--- config.mk ---
export PLATFORM = sky130hd
export DESIGN_NAME = uart_cmd_led_ctrl
export DESIGN_NICKNAME = d
export VERILOG_FILES = /design/src/rtl/uart_cmd_led_ctrl.sv
export SDC_FILE = /design/constraint.sdc
export NUM_CORES = 1
export LEC_CHECK = 0
export ABC_AREA = 1
export BUFFER_PORTS_ARGS = -buffer_cell sky130_fd_sc_hd__buf_2
export CAP_MARGIN = 30
export CELL_PAD_IN_SITES_DETAIL_PLACEMENT = 2
export CELL_PAD_IN_SITES_GLOBAL_PLACEMENT = 2
export CORE_MARGIN = 4
export CORE_UTILIZATION = 32
export DETAILED_ROUTE_END_ITERATION = 8
export PLACE_DENSITY = 0.76
export RECOVER_POWER = 25
export SYNTH_ARGS = -nofsm -noshare
export SYNTH_HDL_FRONTEND = slang
export SYNTH_SLANG_ARGS = --single-unit
--- constraint.sdc ---
create_clock -name clk -period 1.7 [get_ports clk]
set_input_delay 0.085 -clock clk [delete_from_list [all_inputs] [get_ports clk]]
set_output_delay 0.085 -clock clk [all_outputs]
set_load 0.03 [all_outputs]
--- src/rtl/uart_cmd_led_ctrl.sv ---
// ============================================================================
// Module      : uart_cmd_led_ctrl
// Description : UART command decoder and N-channel status / PWM LED driver.
//               Parses framed commands from the UART receive byte stream,
//               maintains one status bit and one brightness level per channel,
//               drives PWM-dimmed LEDs, and returns a one-byte ACK ("K") or
//               NAK ("N") through a valid/ready transmit handshake. A frame
//               that stays idle too long is dropped and flagged.
//
//               Frame formats (bytes in order):
//                 CLEAR : CMD_CLEAR, arg, CMD_CLEAR
//                 LEVEL : CMD_LEVEL, arg, value, CMD_LEVEL
//               arg selects channel (arg - BASE_CHAR); for CLEAR, arg equal
//               to RESET_ARG restores every channel's status bit.
//
// Ports       : clk        - system clock
//               reset      - synchronous, active-high reset
//               rx_data    - received byte
//               rx_valid   - one-cycle strobe qualifying rx_data
//               tx_data    - response byte (0x4B ACK / 0x4E NAK)
//               tx_valid   - response pending
//               tx_ready   - consumer accepts tx_data when tx_valid && tx_ready
//               ch_status  - per-channel status (1 = alive, 0 = cleared)
//               led        - per-channel PWM-gated LED drive (registered)
//               frame_err  - one-cycle pulse when a frame times out
//
// Revision    : 1.0 - initial release
// ============================================================================

`default_nettype none

module uart_cmd_led_ctrl #(
    parameter int NUM_CH      = 8,
    parameter int PWM_BITS    = 4,
    parameter int BASE_CHAR   = 65,
    parameter int CMD_CLEAR   = 65,
    parameter int CMD_LEVEL   = 66,
    parameter int RESET_ARG   = 96,
    parameter int TIMEOUT_CYC = 1000000
) (
    input  logic              clk,
    input  logic              reset,
    input  logic [7:0]        rx_data,
    input  logic              rx_valid,
    output logic [7:0]        tx_data,
    output logic              tx_valid,
    input  logic              tx_ready,
    output logic [NUM_CH-1:0] ch_status,
    output logic [NUM_CH-1:0] led,
    output logic              frame_err
);

    // ------------------------------------------------------------------------
    // Constants
    // ------------------------------------------------------------------------
    localparam logic [7:0] c_ack       = 8'h4B;
    localparam logic [7:0] c_nak       = 8'h4E;
    localparam logic [7:0] c_base      = 8'(BASE_CHAR);
    localparam logic [7:0] c_cmd_clear = 8'(CMD_CLEAR);
    localparam logic [7:0] c_cmd_level = 8'(CMD_LEVEL);
    localparam logic [7:0] c_reset_arg = 8'(RESET_ARG);
    localparam logic [7:0] c_num_ch    = 8'(NUM_CH);

    // A single-cycle timeout would give a zero-width counter; keep at least 1 bit.
    localparam int                c_to_w    = (TIMEOUT_CYC > 1) ? $clog2(TIMEOUT_CYC) : 1;
    localparam logic [c_to_w-1:0] c_to_last = c_to_w'(TIMEOUT_CYC - 1);

    localparam logic [PWM_BITS-1:0] c_level_max = {PWM_BITS{1'b1}};

    // ------------------------------------------------------------------------
    // State encoding
    // ------------------------------------------------------------------------
    typedef enum logic [2:0] {
        ST_IDLE = 3'd0,
        ST_ARG  = 3'd1,
        ST_VAL  = 3'd2,
        ST_TERM = 3'd3,
        ST_RESP = 3'd4
    } state_t;

    state_t                r_state;
    logic [7:0]            r_cmd;
    logic [7:0]            r_arg;
    logic [PWM_BITS-1:0]   r_lvl;
    logic [PWM_BITS-1:0]   r_level [NUM_CH];
    logic [c_to_w-1:0]     r_to_cnt;
    logic [PWM_BITS-1:0]   r_pwm_cnt;

    // ------------------------------------------------------------------------
    // Command validity (only meaningful on the terminator cycle)
    // ------------------------------------------------------------------------
    logic [7:0] w_idx;
    logic       w_in_range;
    logic       w_is_reset_arg;
    logic       w_term_ok;
    logic       w_is_clear;
    logic       w_is_level;
    logic       w_accept;
    logic       w_in_frame;
    logic       w_expire;

    always_comb begin
        // 8-bit wrap on subtract is harmless: the >= guard rejects wrapped values.
        w_idx          = r_arg - c_base;
        w_in_range     = (r_arg >= c_base) && (w_idx < c_num_ch);
        w_is_reset_arg = (r_arg == c_reset_arg);
        w_term_ok      = (rx_data == r_cmd);
        w_is_clear     = (r_cmd == c_cmd_clear);
        w_is_level     = (r_cmd == c_cmd_level);
        w_accept       = w_term_ok &&
                         ((w_is_clear && (w_in_range || w_is_reset_arg)) ||
                          (w_is_level && w_in_range));

        w_in_frame = (r_state == ST_ARG) || (r_state == ST_VAL) || (r_state == ST_TERM);
        // An arriving byte takes priority over an expiring counter.
        w_expire   = w_in_frame && !rx_valid && (r_to_cnt == c_to_last);
    end

    // ------------------------------------------------------------------------
    // Inter-byte timeout counter: runs only while a frame is open
    // ------------------------------------------------------------------------
    always_ff @(posedge clk) begin
        if (reset) begin
            r_to_cnt <= '0;
        end else if (!w_in_frame || rx_valid || w_expire) begin
            r_to_cnt <= '0;
        end else begin
            r_to_cnt <= r_to_cnt + 1'b1;
        end
    end

    // ------------------------------------------------------------------------
    // Frame parser FSM with registered response, status and level state
    // ------------------------------------------------------------------------
    always_ff @(posedge clk) begin
        if (reset) begin
            r_state   <= ST_IDLE;
            r_cmd     <= '0;
            r_arg     <= '0;
            r_lvl     <= '0;
            tx_data   <= '0;
            tx_valid  <= 1'b0;
            frame_err <= 1'b0;
            ch_status <= '1;
            for (int i = 0; i < NUM_CH; i++) begin
                r_level[i] <= c_level_max;
            end
        end else begin
            frame_err <= 1'b0;

            case (r_state)
                ST_IDLE: begin
                    // Anything other than a known command opener is noise.
                    if (rx_valid && ((rx_data == c_cmd_clear) || (rx_data == c_cmd_level))) begin
                        r_cmd   <= rx_data;
                        r_state <= ST_ARG;
                    end
                end

                ST_ARG: begin
                    if (rx_valid) begin
                        r_arg   <= rx_data;
                        r_state <= w_is_level ? ST_VAL : ST_TERM;
                    end else if (w_expire) begin
                        r_state   <= ST_IDLE;
                        frame_err <= 1'b1;
                    end
                end

                ST_VAL: begin
                    if (rx_valid) begin
                        r_lvl   <= rx_data[PWM_BITS-1:0];
                        r_state <= ST_TERM;
                    end else if (w_expire) begin
                        r_state   <= ST_IDLE;
                        frame_err <= 1'b1;
                    end
                end

                ST_TERM: begin
                    if (rx_valid) begin
                        tx_valid <= 1'b1;
                        tx_data  <= w_accept ? c_ack : c_nak;
                        r_state  <= ST_RESP;

                        if (w_accept) begin
                            if (w_is_clear && !w_in_range) begin
                                // Only reachable via RESET_ARG; levels are left alone.
                                ch_status <= '1;
                            end else begin
                                for (int i = 0; i < NUM_CH; i++) begin
                                    if (w_idx == 8'(i)) begin
                                        if (w_is_clear) begin
                                            ch_status[i] <= 1'b0;
                                        end else begin
                                            r_level[i] <= r_lvl;
                                        end
                                    end
                                end
                            end
                        end
                    end else if (w_expire) begin
                        r_state   <= ST_IDLE;
                        frame_err <= 1'b1;
                    end
                end

                ST_RESP: begin
                    // tx_data holds until accepted; incoming bytes are dropped here.
                    if (tx_ready) begin
                        tx_valid <= 1'b0;
                        r_state  <= ST_IDLE;
                    end
                end

                default: begin
                    r_state  <= ST_IDLE;
                    tx_valid <= 1'b0;
                end
            endcase
        end
    end

    // ------------------------------------------------------------------------
    // Free-running PWM counter
    // ------------------------------------------------------------------------
    always_ff @(posedge clk) begin
        if (reset) begin
            r_pwm_cnt <= '0;
        end else begin
            r_pwm_cnt <= r_pwm_cnt + 1'b1;
        end
    end

    // ------------------------------------------------------------------------
    // LED drive: a cleared channel lights, dimmed by its level.
    // Strict < makes level 0 fully off and max level on for all but one slot.
    // ------------------------------------------------------------------------
    logic [NUM_CH-1:0] w_led_next;

    generate
        for (genvar g = 0; g < NUM_CH; g++) begin : g_led
            assign w_led_next[g] = ~ch_status[g] & (r_pwm_cnt < r_level[g]);
        end
    endgenerate

    always_ff @(posedge clk) begin
        if (reset) begin
            led <= '0;
        end else begin
            led <= w_led_next;
        end
    end

endmodule

`default_nettype wire

==> run metrics <==
Final nets=733; CP cell instances=inv_2 -> nand2_2 -> nor2_2 -> nand2_2 -> nand2_2 -> nand2_2 -> nor2_4 -> nand2_8 -> nor2_4 -> nand2_4 -> inv_4 -> nand2_2; Slew HR=0.542; worst-path fanout max=5; register area=0.00234 sq mm; # H-tree levels=3; largest net degree at the start of global routing=26; Fmax=529 MHz; Largest stage delay, worst path=0.33 ns; number of antenna violations at the first check in global routing=0; fillers=around 1700; iteration count of the initial detailed-routing pass=4; fin worst setup slack=-0.191 ns; Post-synth ARST share=0; maximum root-to-sink buffer count=2; Wirelength per Cell=18.2 um; Starting Density=0.332; top cell type's share of synthesized area=0.278; reg2reg path depth=12; critical setup path kind=reg2reg; IO Count=38; Finish-stage setup viols=57; GRT overflow=0; CP endpoint=r_level[1][6]$_SDFFCE_PN1P_; EDFF count, synth=32; final-report max-slew violation count=0; Crit path required time=1.80 ns; CTS Buf Count=9; largest cells by area after synthesis=dfxtp_1 (28%), edfxtp_1 (20%), nand2_1 (11%), ha_1 (6.6%), inv_1 (6.1%); vias in the first global route=4782; PD cells=777 mW/mm^2; main flop type after synthesis=dfxtp_1; Critical Path Start=r_cmd[3]$_SDFFE_PP0P_; Worst Setup End Kind=flip-flop; final hold violations=0; most common cell after layout, fill and taps aside=nand2_1; syn_area_per_cell=8.11 sq um; CTS tree=done; dpl hpwl=~12000 um; failing checks=setup timing; pre-CTS WS=-0.284 ns; sequential area share after synthesis=0.474; Critical Path AT=around 2.0 ns; Multi-input gate area=0.00254 sq mm; Crit path max-delay family=simple AND/OR/NAND/NOR gates; Synth Cell Area=between 0.004 and 0.005 sq mm; drc violations=0; RD Place Congestion=roughly 0.83; proportion of layout cells with a drive suffix above 1=0.303; most frequent cells in the layout=nand2_1 (96), inv_1 (70), buf_4 (54); synthesis-to-layout area growth=29.7%; placed insts=862; Leak=2.78 nW; DR WL met3=~440 um; # hold bufs at CTS=0; Port Buffer Count=34; die height=132 um; fin crit period=1.89 ns; Core Region=0.0148 sq mm; DR vias=~4400; number of distinct library cells after synthesis=34; status=finished, violations left; worst r2r src=r_cmd[3]$_SDFFE_PP0P_; Startpoint Class=flip-flop; critical path's slowest cell=dfxtp_2; fin cells=884; 1st-iter DRT viols=about 120; Routed WL=16100 um; All-Layer GR Usage=0.183; Worst Max-Slew Pin Slew=0.687 ns; maximum vdd drop=465 uV; Post-DRT Antenna Nets=0; first-pass GRT wire length=around 25000 um; number of max-cap violations=0; Worst R2R End=r_level[1][6]$_SDFFCE_PN1P_; post-DR vias/cell=5.02; RSZ-0062 raised after global routing=yes; Yosys Warn Count=0; clock latency on the worst-skew pair=0.36 ns; met1 wire length=6540 um; root buffer cell=clkbuf_16; Synth Instances=604; Tcrit/Tclk final=1.11; clock slew at reported path FFs=0.07 ns; metal2 WL=8620 um; top sig layer=met4; Die Width=132 um; Antenna Cells=0; die area=0.0173 sq mm; reg-to-reg slack, setup=-0.19 ns; critical path depth=12; CP most frequent cell=nand2_2; Cell Rows=44; maximum clock skew at final layout=0.00985 ns; Synth Register Bits=100; worst hold path type=in2reg; Worst Path Buf+Inv=2; Core Util, Final=0.430; leading area contributor after synthesis=dfxtp_1; clock sink count=100
-- area by class of cell --
type / instances / area share
Multi-Input combinational cell: 408 / 0.400
Sequential cell: 100 / 0.369
Timing Repair Buffer: 93 / 0.0969
Inverter: 83 / 0.0518
Tap cell: 184 / 0.0362
Clock buffer: 9 / 0.0355
Clock inverter: 7 / 0.0102
-- synth_stat cells, types with 3 or more instances --
cell,instances
nand4_1,16
nor2_4,3
buf_4,5
nor3b_1,4
nand3_1,24
inv_1,79
clkbuf_1,8
ha_1,26
xnor2_1,5
nor2_1,65
o21ai_0,17
edfxtp_1,32
nand2_1,140
nor3_1,29
xor2_1,6
a21boi_0,8
a21oi_1,32
o211ai_1,10
dfxtp_1,68
nand2_4,4
nor2_2,3
or2_2,4
-- routing by layer --
metal / vias up / track usage
met4: 0 / 0.0636
met5: - / 0
met3: 30 / 0.0352
met1: 2179 / 0.205
li1: 2154 / -
met2: 73 / 0.343
-- what timing repair did --
action                                  4_1_cts  5_1_grt
pin swaps                                    18       17
gates cloned                                  1        0
resized for setup                            74       45
buffers inserted                              2        3
endpoints found under the setup margin       84       86
-- flip-flops by register name (all words and copies together), names as in the netlist, 4 cells and up --
name	flops
r_lvl	4
r_level	32
r_arg	8
ch_status	8
r_pwm_cnt	4
led	8
r_to_cnt	20
r_cmd	8
-- metrics by stage --
stage	area (sq um)	total power, mW	TNS, ns	hold slack [ns]
final	6350	4.94	-8.73	0.0112
after CTS	6200	4.99	-5.40	0.00942
after floorplan	4930	2.72	-1.46	0.227
after global placement	5670	2.85	-6.28	0.384
after detailed placement	5670	2.88	-11.69	0.385
after global routing	6350	5.13	-13.75	0.0487
-- worst min path at each step --
stage / endpoint / slack, ns / depth (start not counted) / from
after floorplan: r_cmd[1]$_SDFFE_PP0P_ / 0.23 / 2 / rx_data[1]
after global placement: r_cmd[0]$_SDFFE_PP0P_ / 0.38 / 3 / rx_data[0]
after detailed placement: r_arg[7]$_SDFFE_PP0P_ / 0.39 / 3 / rx_data[7]
after CTS: r_cmd[0]$_SDFFE_PP0P_ / 0.009 / 3 / rx_data[0]
after global routing: r_state[2]$_SDFFE_PP0P_ / 0.05 / 4 / tx_ready
final: r_cmd[0]$_SDFFE_PP0P_ / 0.01 / 3 / rx_data[0]
-- tightest hold or removal path, stage by stage --
cell    delay [ns]
buf_2         0.11
nor3_1        0.06
nor2_1        0.08
-- report_power, final --
group	internal [mW]	leakage (nW)	total, mW	switching, mW
sequential	2.48	0.797	2.50	0.0132
combinational	0.116	1.85	0.348	0.232
clock	1.14	0.141	2.09	0.955
-- kinds of logic after synthesis --
family,share of synthesized area
AND/OR/NAND/NOR,0.269
flip-flops,0.474
buffers and inverters,0.0823
AO/OA/AOI/OAI,0.0823
adder cells (fa/ha/maj),0.0664
XOR/XNOR,0.0253
other,0.000766
Note: power is estimated with default switching activity, not from simulation.
